[src/rtl/fifo_stream_reader.sv]
// Read-side consumer for the dual-clock FIFO: drains the read port into a 3-entry
// buffer and presents the words as a framed valid/ready stream with a word count.
module fifo_stream_reader #(
    parameter int WIDTH = 1,
    parameter int FWFT  = 0,
    parameter int BURST = 4
) (
    input  logic             i_clk,
    input  logic             i_rst,
    input  logic             i_fifo_empty,
    output logic             o_fifo_ren,
    input  logic [WIDTH-1:0] i_fifo_rdata,
    output logic [WIDTH-1:0] o_tdata,
    output logic             o_tvalid,
    input  logic             i_tready,
    output logic             o_tlast,
    output logic [15:0]      o_count
);
    localparam int BW = (BURST > 1) ? $clog2(BURST) : 1;
    localparam logic [BW-1:0] BEAT_LAST = BW'(BURST - 1);

    logic [WIDTH-1:0] buf_r [3];
    logic [1:0]       occ_r;
    logic [1:0]       head_r;
    logic [1:0]       tail_r;
    logic             pend_r;
    logic [BW-1:0]    beat_r;
    logic [15:0]      cnt_r;

    logic [2:0]       inflight_s;
    logic             ren_s;
    logic             cap_s;
    logic             pop_s;

    function automatic logic [1:0] ptr_inc(input logic [1:0] p);
        ptr_inc = (p == 2'd2) ? 2'd0 : p + 2'd1;
    endfunction

    // Read issue looks only at registered state, so i_tready never reaches o_fifo_ren.
    always_comb begin
        inflight_s = {1'b0, occ_r} + {2'b00, pend_r};
        ren_s      = ~i_rst & ~i_fifo_empty & (inflight_s <= 3'd2);
        cap_s      = (FWFT != 0) ? ren_s : pend_r;
        pop_s      = (occ_r != 2'd0) & i_tready;
    end

    assign o_fifo_ren = ren_s;
    assign o_tvalid   = (occ_r != 2'd0);
    assign o_tdata    = buf_r[head_r];
    assign o_tlast    = (occ_r != 2'd0) & (beat_r == BEAT_LAST);
    assign o_count    = cnt_r;

    // Buffer, pointers, occupancy, framing and count; a read in flight at reset is dropped.
    always_ff @(posedge i_clk or posedge i_rst) begin
        if (i_rst) begin
            occ_r  <= 2'd0;
            head_r <= 2'd0;
            tail_r <= 2'd0;
            pend_r <= 1'b0;
            beat_r <= '0;
            cnt_r  <= 16'd0;
            for (int i = 0; i < 3; i++) begin
                buf_r[i] <= '0;
            end
        end else begin
            if (cap_s) begin
                buf_r[tail_r] <= i_fifo_rdata;
                tail_r        <= ptr_inc(tail_r);
            end
            if (pop_s) begin
                head_r <= ptr_inc(head_r);
                beat_r <= (beat_r == BEAT_LAST) ? '0 : beat_r + BW'(1);
                cnt_r  <= cnt_r + 16'd1;
            end
            case ({cap_s, pop_s})
                2'b10:   occ_r <= occ_r + 2'd1;
                2'b01:   occ_r <= occ_r - 2'd1;
                default: occ_r <= occ_r;
            endcase
            pend_r <= (FWFT != 0) ? 1'b0 : ren_s;
        end
    end
endmodule

[config.mk]
export PLATFORM = sky130hd
export DESIGN_NAME = fifo_stream_reader
export DESIGN_NICKNAME = d
export VERILOG_FILES = /design/src/rtl/fifo_stream_reader.sv
export SDC_FILE = /design/constraint.sdc
export NUM_CORES = 1
export LEC_CHECK = 0
export ABC_CLOCK_PERIOD_IN_PS = 2100
export CAP_MARGIN = 15
export CORE_MARGIN = 8
export CORE_UTILIZATION = 50
export CTS_BUF_LIST = sky130_fd_sc_hd__clkbuf_16
export DETAILED_ROUTE_END_ITERATION = 8
export GPL_TIMING_DRIVEN = 0
export PLACE_DENSITY = 0.83
export SLEW_MARGIN = 20
export SYNTH_ARGS = -nofsm -noshare
export SYNTH_HDL_FRONTEND = slang
export SYNTH_SLANG_ARGS = --single-unit
[constraint.sdc]
create_clock -name i_clk -period 2.1 [get_ports i_clk]
set_input_delay 0.315 -clock i_clk [delete_from_list [all_inputs] [get_ports i_clk]]
set_output_delay 0.315 -clock i_clk [all_outputs]
set_load 0.1 [all_outputs]
==> impl_metrics.py, run 1 <==
metrics = {
    "synth": {
        "synth-seq-cells": 28,
        "seq_area_frac_synth": 0.5447,
        "netlist-cell-type-count": 29,
        "synthTopCellsByArea": "dfrtp_1 54%, xnor2_1 10%, ha_1 5.8%",
        "mappedNetlistArea_sq_um": 1286,
        "synth_top_cell_area_share": 0.5447,
        "post-synth-top-count-cell": "dfrtp_1",
        "synth_ff_type": "dfrtp_1",
        "synthArstFlopShare": 1.000,
        "syn_nets": 124,
        "avgSynthCellArea_sq_um": 11.38,
        "ys.warnings.count": 0,
        "synthCells": 113,
        "synth_edf_count": 0,
        "synth_common_cells": "28 x dfrtp_1, 15 x xnor2_1, 12 x nand2_1",
        "synth.largest_area_cell": "dfrtp_1",
    },
    "worst_setup_path": {
        "r2r_cells": 6,
        "r2r-start": "occ_r[0]$_DFFE_PP0P_",
        "start_kind": "flop",
        "cp.required_ps": 1780,
        "arrival_ps": 1720,
        "r2r-end": "occ_r[1]$_DFFE_PP0P_",
        "end_kind": "output pin",
        "startpoint": "occ_r[0]$_DFFE_PP0P_",
        "crit_end": "o_fifo_ren",
        "path_max_fanout": 5,
        "rrSetupSlack_ps": 460,
        "setup.worst_path.class": "reg2out",
    },
    "pwr": {
        "power.density_nw_per_um2": 1574,
        "p_total_mw": 2.597,
        "peakVddDrop_mv": 1.195,
        "p_leak_nw": 0.8050,
    },
    "global_routing": {
        "antenna_found_initial": 0,
        "gr-usage-met2": 0.2091,
        "grt-busiest-layer": "met2",
        "grt_overflow": 0,
        "first_global_vias": 919,
        "track_usage": 0.1202,
        "use_met1": 0.1273,
        "grt_start_max_net_pins": 29,
        "globalRouteMet3Util": 0.04027,
        "grt_pass1_wl_um": 4077,
    },
    "clock_tree": {
        "cts_htree_levels": 1,
        "clkLatencyLatePin_ps": 260,
        "cts_tree": "done",
        "clk_pin_slew_ps": 60,
        "clockBufferDepth": 2,
        "cts-root-buf": "clkbuf_16",
        "cts.sinks": 28,
        "numCtsBuffers": 3,
    },
    "drt": {
        "vias": 882,
        "wirelength_um": 2414,
        "drtIter0Drc": 28,
        "wl_per_cell_um": 14.20,
        "drc": 0,
        "dr.pass1.iters": 4,
        "vias_per_cell": 5.188,
        "ant_nets": 0,
    },
    "final_layout": {
        "drive_gt1_frac": 0.1500,
        "final_nets": 153,
        "antenna_cells": 0,
        "syn_to_final_growth_pct": 28.31,
        "fillers": 203,
        "final_area_sq_um": 1650,
    },
    "placement": {
        "dpl_cell_area_sq_um": 1580,
        "hpwlAfterDp_um": 1829,
        "gp_congestion": 0.7418,
        "numPortBuffers": 24,
        "pre_cts_slack_ps": -571.2,
    },
    "run_status": {
        "status": "complete, no violations",
    },
    "floorplanning": {
        "start_util": 0.5240,
        "dieArea_sq_um": 4452,
        "die_h_um": 66.72,
        "fp.dieW_um": 66.72,
        "pin_count": 25,
        "fp-row-count": 18,
        "core_area_sq_um": 2455,
    },
    "timing": {
        "finClkSkew_ps": 2.621,
        "slew_viol_final": 0,
        "min_period_over_period": 0.9696,
        "relSlewSlack": 0.3473,
        "tightest_slew_ps": 983.0,
        "fmax_mhz": 491.1,
        "setup_viol": 0,
        "worst_slack_ps": 63.92,
        "tns_ps": 0,
        "final_hold_viol_count": 0,
        "period_minus_slack_ps": 2036,
    },
    "worst_hold_path": {
        "hold_class": "reg2reg",
    },
    "run": {
        "maxCapViolCount": 0,
    },
}
==> cell families after synthesis <==
family | count (synthesis) | synth area share
simple gates | 41 | 0.1693
flops | 28 | 0.5447
fa+ha+maj | 6 | 0.05836
mux | 4 | 0.03405
compound gates | 8 | 0.03988
xor+xnor | 18 | 0.1226
buf+inv | 8 | 0.03113
==> through the flow <==
stage | hold slack (ps) | instances | utilization
after CTS | 491.5 | 170 | 0.6677
after floorplan | 380.4 | 113 | -
after detailed placement | 476.2 | 167 | 0.6437
final | 481.4 | 170 | 0.6723
after global placement | 457.8 | 167 | 0.6437
after global routing | 517.3 | 170 | 0.6723
==> registers in the layout, summed over array words and instances, names as in the netlist <==
name     cells
head_r       2
occ_r        2
buf_r        3
beat_r       2
o_count     16
tail_r       2
cap_s        1
==> layout by cell type, fill, tap and decap left out, types with 2 or more instances in the layout <==
| cell | netlist | routed |
|---|---|---|
| dfrtp_1 | 28 | 27 |
| dlygate4sd2_1 | 0 | 16 |
| xnor2_1 | 15 | 15 |
| nand2_1 | 12 | 12 |
| nand3_1 | 6 | 6 |
| ha_1 | 6 | 6 |
| nand4_1 | 5 | 5 |
| inv_1 | 5 | 4 |
| nor3_1 | 5 | 4 |
| clkdlybuf4s50_1 | 0 | 4 |
| xor2_1 | 3 | 3 |
| nor2_1 | 3 | 3 |
| a21o_1 | 3 | 3 |
| clkbuf_16 | 0 | 3 |
| o21ai_2 | 1 | 2 |
| nor2_2 | 2 | 2 |
| and3_1 | 2 | 2 |
| inv_2 | 1 | 2 |
| mux2_1 | 2 | 2 |
| clkdlybuf4s15_2 | 0 | 2 |
==> per-layer routing <==
| metal | share of wire | routed length (um) |
|---|---|---|
| met1 | 0.42 | 1009 |
| met2 | 0.50 | 1218 |
| met3 | 0.058 | 139 |
| met4 | 0.019 | 46 |
| met5 | 0 | 0 |
==> cell type report <==
class	count	area, sq um	area share
Sequential cell	28	701.9	0.4253
Multi-Input combinational cell	77	565.5	0.3427
Timing Repair Buffer	24	230.2	0.1395
Clock buffer	3	75.07	0.04549
Tap cell	30	37.54	0.02274
Inverter	7	28.78	0.01744
Buffer	1	11.26	0.006823
==> power breakdown <==
group / internal (mW) / total (mW) / leakage (nW) / switching (mW)
clock network: 0.253 / 0.421 / 0.0370 / 0.169
logic: 0.349 / 1.30 / 0.412 / 0.947
registers: 0.706 / 0.879 / 0.356 / 0.173
total: 1.31 / 2.60 / 0.805 / 1.29
==> timing repair <==
| action | in CTS | in global routing |
|---|---|---|
| gates resized for setup | 29 | 4 |
| buffers inserted | 0 | 0 |
| pin swaps | 0 | 0 |
| endpoints found under the hold margin | 0 | 0 |
| endpoints found under the setup margin | 19 | 3 |
| hold buffers | 0 | 0 |
==> worst min path at each step <==
stage	startpoint	endpoint	slack [ps]	cells past startpoint
final	o_count[15]$_DFFE_PP0P_	o_count[15]$_DFFE_PP0P_	480	1
after global routing	o_count[13]$_DFFE_PP0P_	o_count[13]$_DFFE_PP0P_	520	1
after CTS	o_count[15]$_DFFE_PP0P_	o_count[15]$_DFFE_PP0P_	490	1
after detailed placement	buf_r[0]$_DFFE_PP0P_	buf_r[0]$_DFFE_PP0P_	480	1
after global placement	o_count[15]$_DFFE_PP0P_	o_count[15]$_DFFE_PP0P_	460	1
after floorplan	i_rst	beat_r[0]$_DFFE_PP0P_	380	1
==> critical path, stage by stage, from the launching register on <==
cell     delay [ps]
dfrtp_2         450
ha_1            240
ha_1            180
nor2_1          120
a21oi_2          90
nor3_4          150
buf_8           220
(Power assumes the default switching activity.)
==> inputs of run 2 (changes only) <==
Settings changed: CAP_MARGIN 15 to 40, SKIP_LAST_GASP from default to 1.
==> run 2 against run 1 <==
Clock-buffer cell count is the same. Total power grew 17%. Sequential share of layout area shrank 7.9 points. Cell area grew 23%. First-iteration DRC count shrank 21%. Die area is the same. Global-route usage grew 1.9 points. Setup slack lost 38 ps. Cell count grew 15%.
==> impl_metrics.py, run 2 (synthesis gave the netlist of run 1 again) <==
metrics = {
    "run_status": {
        "status": "complete, no violations",
    },
    "timing": {
        "tns_ps": 0,
        "min_period_over_period": 0.9878,
        "finClkSkew_ps": 2.884,
        "tightest_slew_ps": 547.5,
        "rsz0062_at_grt": "yes",
        "fmax_mhz": 482.1,
        "final_hold_viol_count": 0,
        "slew_viol_final": 0,
        "setup_viol": 0,
        "relSlewSlack": 0.6346,
        "period_minus_slack_ps": 2074,
        "worst_slack_ps": 25.59,
    },
    "floorplanning": {
        "die_h_um": 66.72,
        "fp-row-count": 18,
        "start_util": 0.5240,
        "dieArea_sq_um": 4452,
        "pin_count": 25,
        "fp.dieW_um": 66.72,
        "core_area_sq_um": 2455,
    },
    "drt": {
        "vias": 1008,
        "vias_per_cell": 5.169,
        "ant_nets": 0,
        "wirelength_um": 2939,
        "dr.pass1.iters": 4,
        "drtIter0Drc": 22,
        "wl_per_cell_um": 15.07,
        "drc": 0,
    },
    "final_layout": {
        "drive_gt1_frac": 0.2667,
        "syn_to_final_growth_pct": 57.39,
        "final_nets": 177,
        "final_common_cell": "dfrtp_1",
        "antenna_cells": 0,
        "fin_util": 0.8247,
        "largest_reg_flops": 16,
        "fillers": 134,
        "layout_common_cells": "27 x dfrtp_1, 22 x clkdlybuf4s50_1, 17 x buf_8, 15 x xnor2_1, 12 x nand2_1",
    },
    "worst_hold_path": {
        "hold_class": "reg2reg",
        "hold_end": "o_count[15]$_DFFE_PP0P_",
        "holdPathStages": 1,
        "hp-start": "o_count[15]$_DFFE_PP0P_",
    },
    "worst_setup_path": {
        "rrSetupSlack_ps": 300,
        "cp.required_ps": 1780,
        "start_kind": "flop",
        "path_max_fanout": 4,
        "arrival_ps": 1760,
        "r2r-start": "occ_r[0]$_DFFE_PP0P_",
        "r2r_cells": 8,
        "setup.worst_path.class": "reg2out",
        "r2r-end": "occ_r[1]$_DFFE_PP0P_",
        "end_kind": "output pin",
    },
    "pwr": {
        "combinationalPowerShare": 0.573,
        "p_int_mw": 1.652,
        "sw_frac_of_total": 0.4581,
        "p_total_mw": 3.049,
        "pwr-share-clk": 0.138,
        "peakVddDrop_mv": 1.296,
        "power.density_nw_per_um2": 1506,
        "p_sw_mw": 1.397,
        "p_leak_nw": 0.9276,
        "p_seq_frac": 0.289,
    },
    "clock_tree": {
        "cts-root-buf": "clkbuf_16",
        "cts.sinks": 28,
        "clockBufferDepth": 2,
        "cts_htree_levels": 1,
        "cts_tree": "done",
        "clkLatencyLatePin_ps": 260,
        "clk_pin_slew_ps": 60,
        "numCtsBuffers": 3,
    },
    "global_routing": {
        "grt_start_max_net_pins": 18,
        "track_usage": 0.1388,
        "antenna_found_initial": 0,
        "grt_overflow": 0,
        "grt_pass1_wl_um": 4823,
        "first_global_vias": 1086,
    },
    "run": {
        "maxCapViolCount": 0,
    },
    "placement": {
        "numPortBuffers": 24,
        "pre_cts_slack_ps": -151.0,
        "hpwlAfterDp_um": 2211,
        "gp_congestion": 0.7418,
    },
}
[run 2: final cells by class]
type                    count  area, sq um  area share
flip-flops and latches     28        701.9      0.3467
repair buffers             48        598.1      0.2954
multi-input cells          77        568.0      0.2806
clock buffers               3        75.07     0.03708
well taps                  30        37.54     0.01854
inverters                   7        28.78     0.01422
plain buffers               1        11.26    0.005562
clock inverters             1        3.754    0.001854
[run 2: metal layers]
metal / GRT usage / share of wire / up-vias
li1: - / - / 486
met3: 0.02517 / 0.042 / 4
met1: 0.1450 / 0.39 / 494
met5: 0 / 0 / -
met2: 0.2700 / 0.56 / 24
met4: 0.04000 / 0.011 / 0
[run 2: stage by stage]
step	cells	hold slack [ps]	instance area [sq um]
finish	195	474.0	2024
global placement	167	457.8	1580
CTS	194	487.3	2007
floorplan	113	380.4	1303
global route	195	509.8	2024
detailed placement	188	474.8	1908
[run 2: timing repair]
action / 4_1_cts / 5_1_grt
cloned: 0 / 0
buffers inserted: 2 / 2
pin swaps: 0 / 1
endpoints found under the setup margin: 2 / 3
endpoints found under the hold margin: 0 / 0
hold buffers: 0 / 0
gates resized for setup: 7 / 3
[run 2: critical path, cell delays in order, from the launching register on]
cell	delay [ps]
dfrtp_2	430
ha_1	220
ha_1	200
nor2_2	130
a21oi_2	80
nor3_4	110
buf_2	150
buf_12	170
[run 2: worst max-delay path by stage]
stage                    startpoint  slack (ps)  cells after the start         end
2_1_floorplan  occ_r[0]$_DFFE_PP0P_          10                      2     o_tlast
3_3_place_gp   occ_r[0]$_DFFE_PP0P_        -520                      6  o_fifo_ren
4_1_cts        occ_r[0]$_DFFE_PP0P_          20                      4     o_tlast
3_5_place_dp   occ_r[0]$_DFFE_PP0P_        -150                      7  o_fifo_ren
5_1_grt        occ_r[0]$_DFFE_PP0P_         -40                      7  o_fifo_ren
6_report       occ_r[0]$_DFFE_PP0P_          30                      7  o_fifo_ren
[run 2: power by group through the flow]
stage	logic [mW]	clock network [mW]	registers, mW
after floorplan	0.694	0	1.23
after global placement	1.31	0	0.871
after detailed placement	1.66	0	0.886
after CTS	1.72	0.430	0.877
after global routing	1.84	0.456	0.909
final	1.75	0.422	0.881
==> inputs of run 3 (changes only) <==
Settings changed: CTS_CLUSTER_SIZE from default to 25.
==> results of run 3 <==
The final DEF is identical to that of run 2; final timing and power are the same.
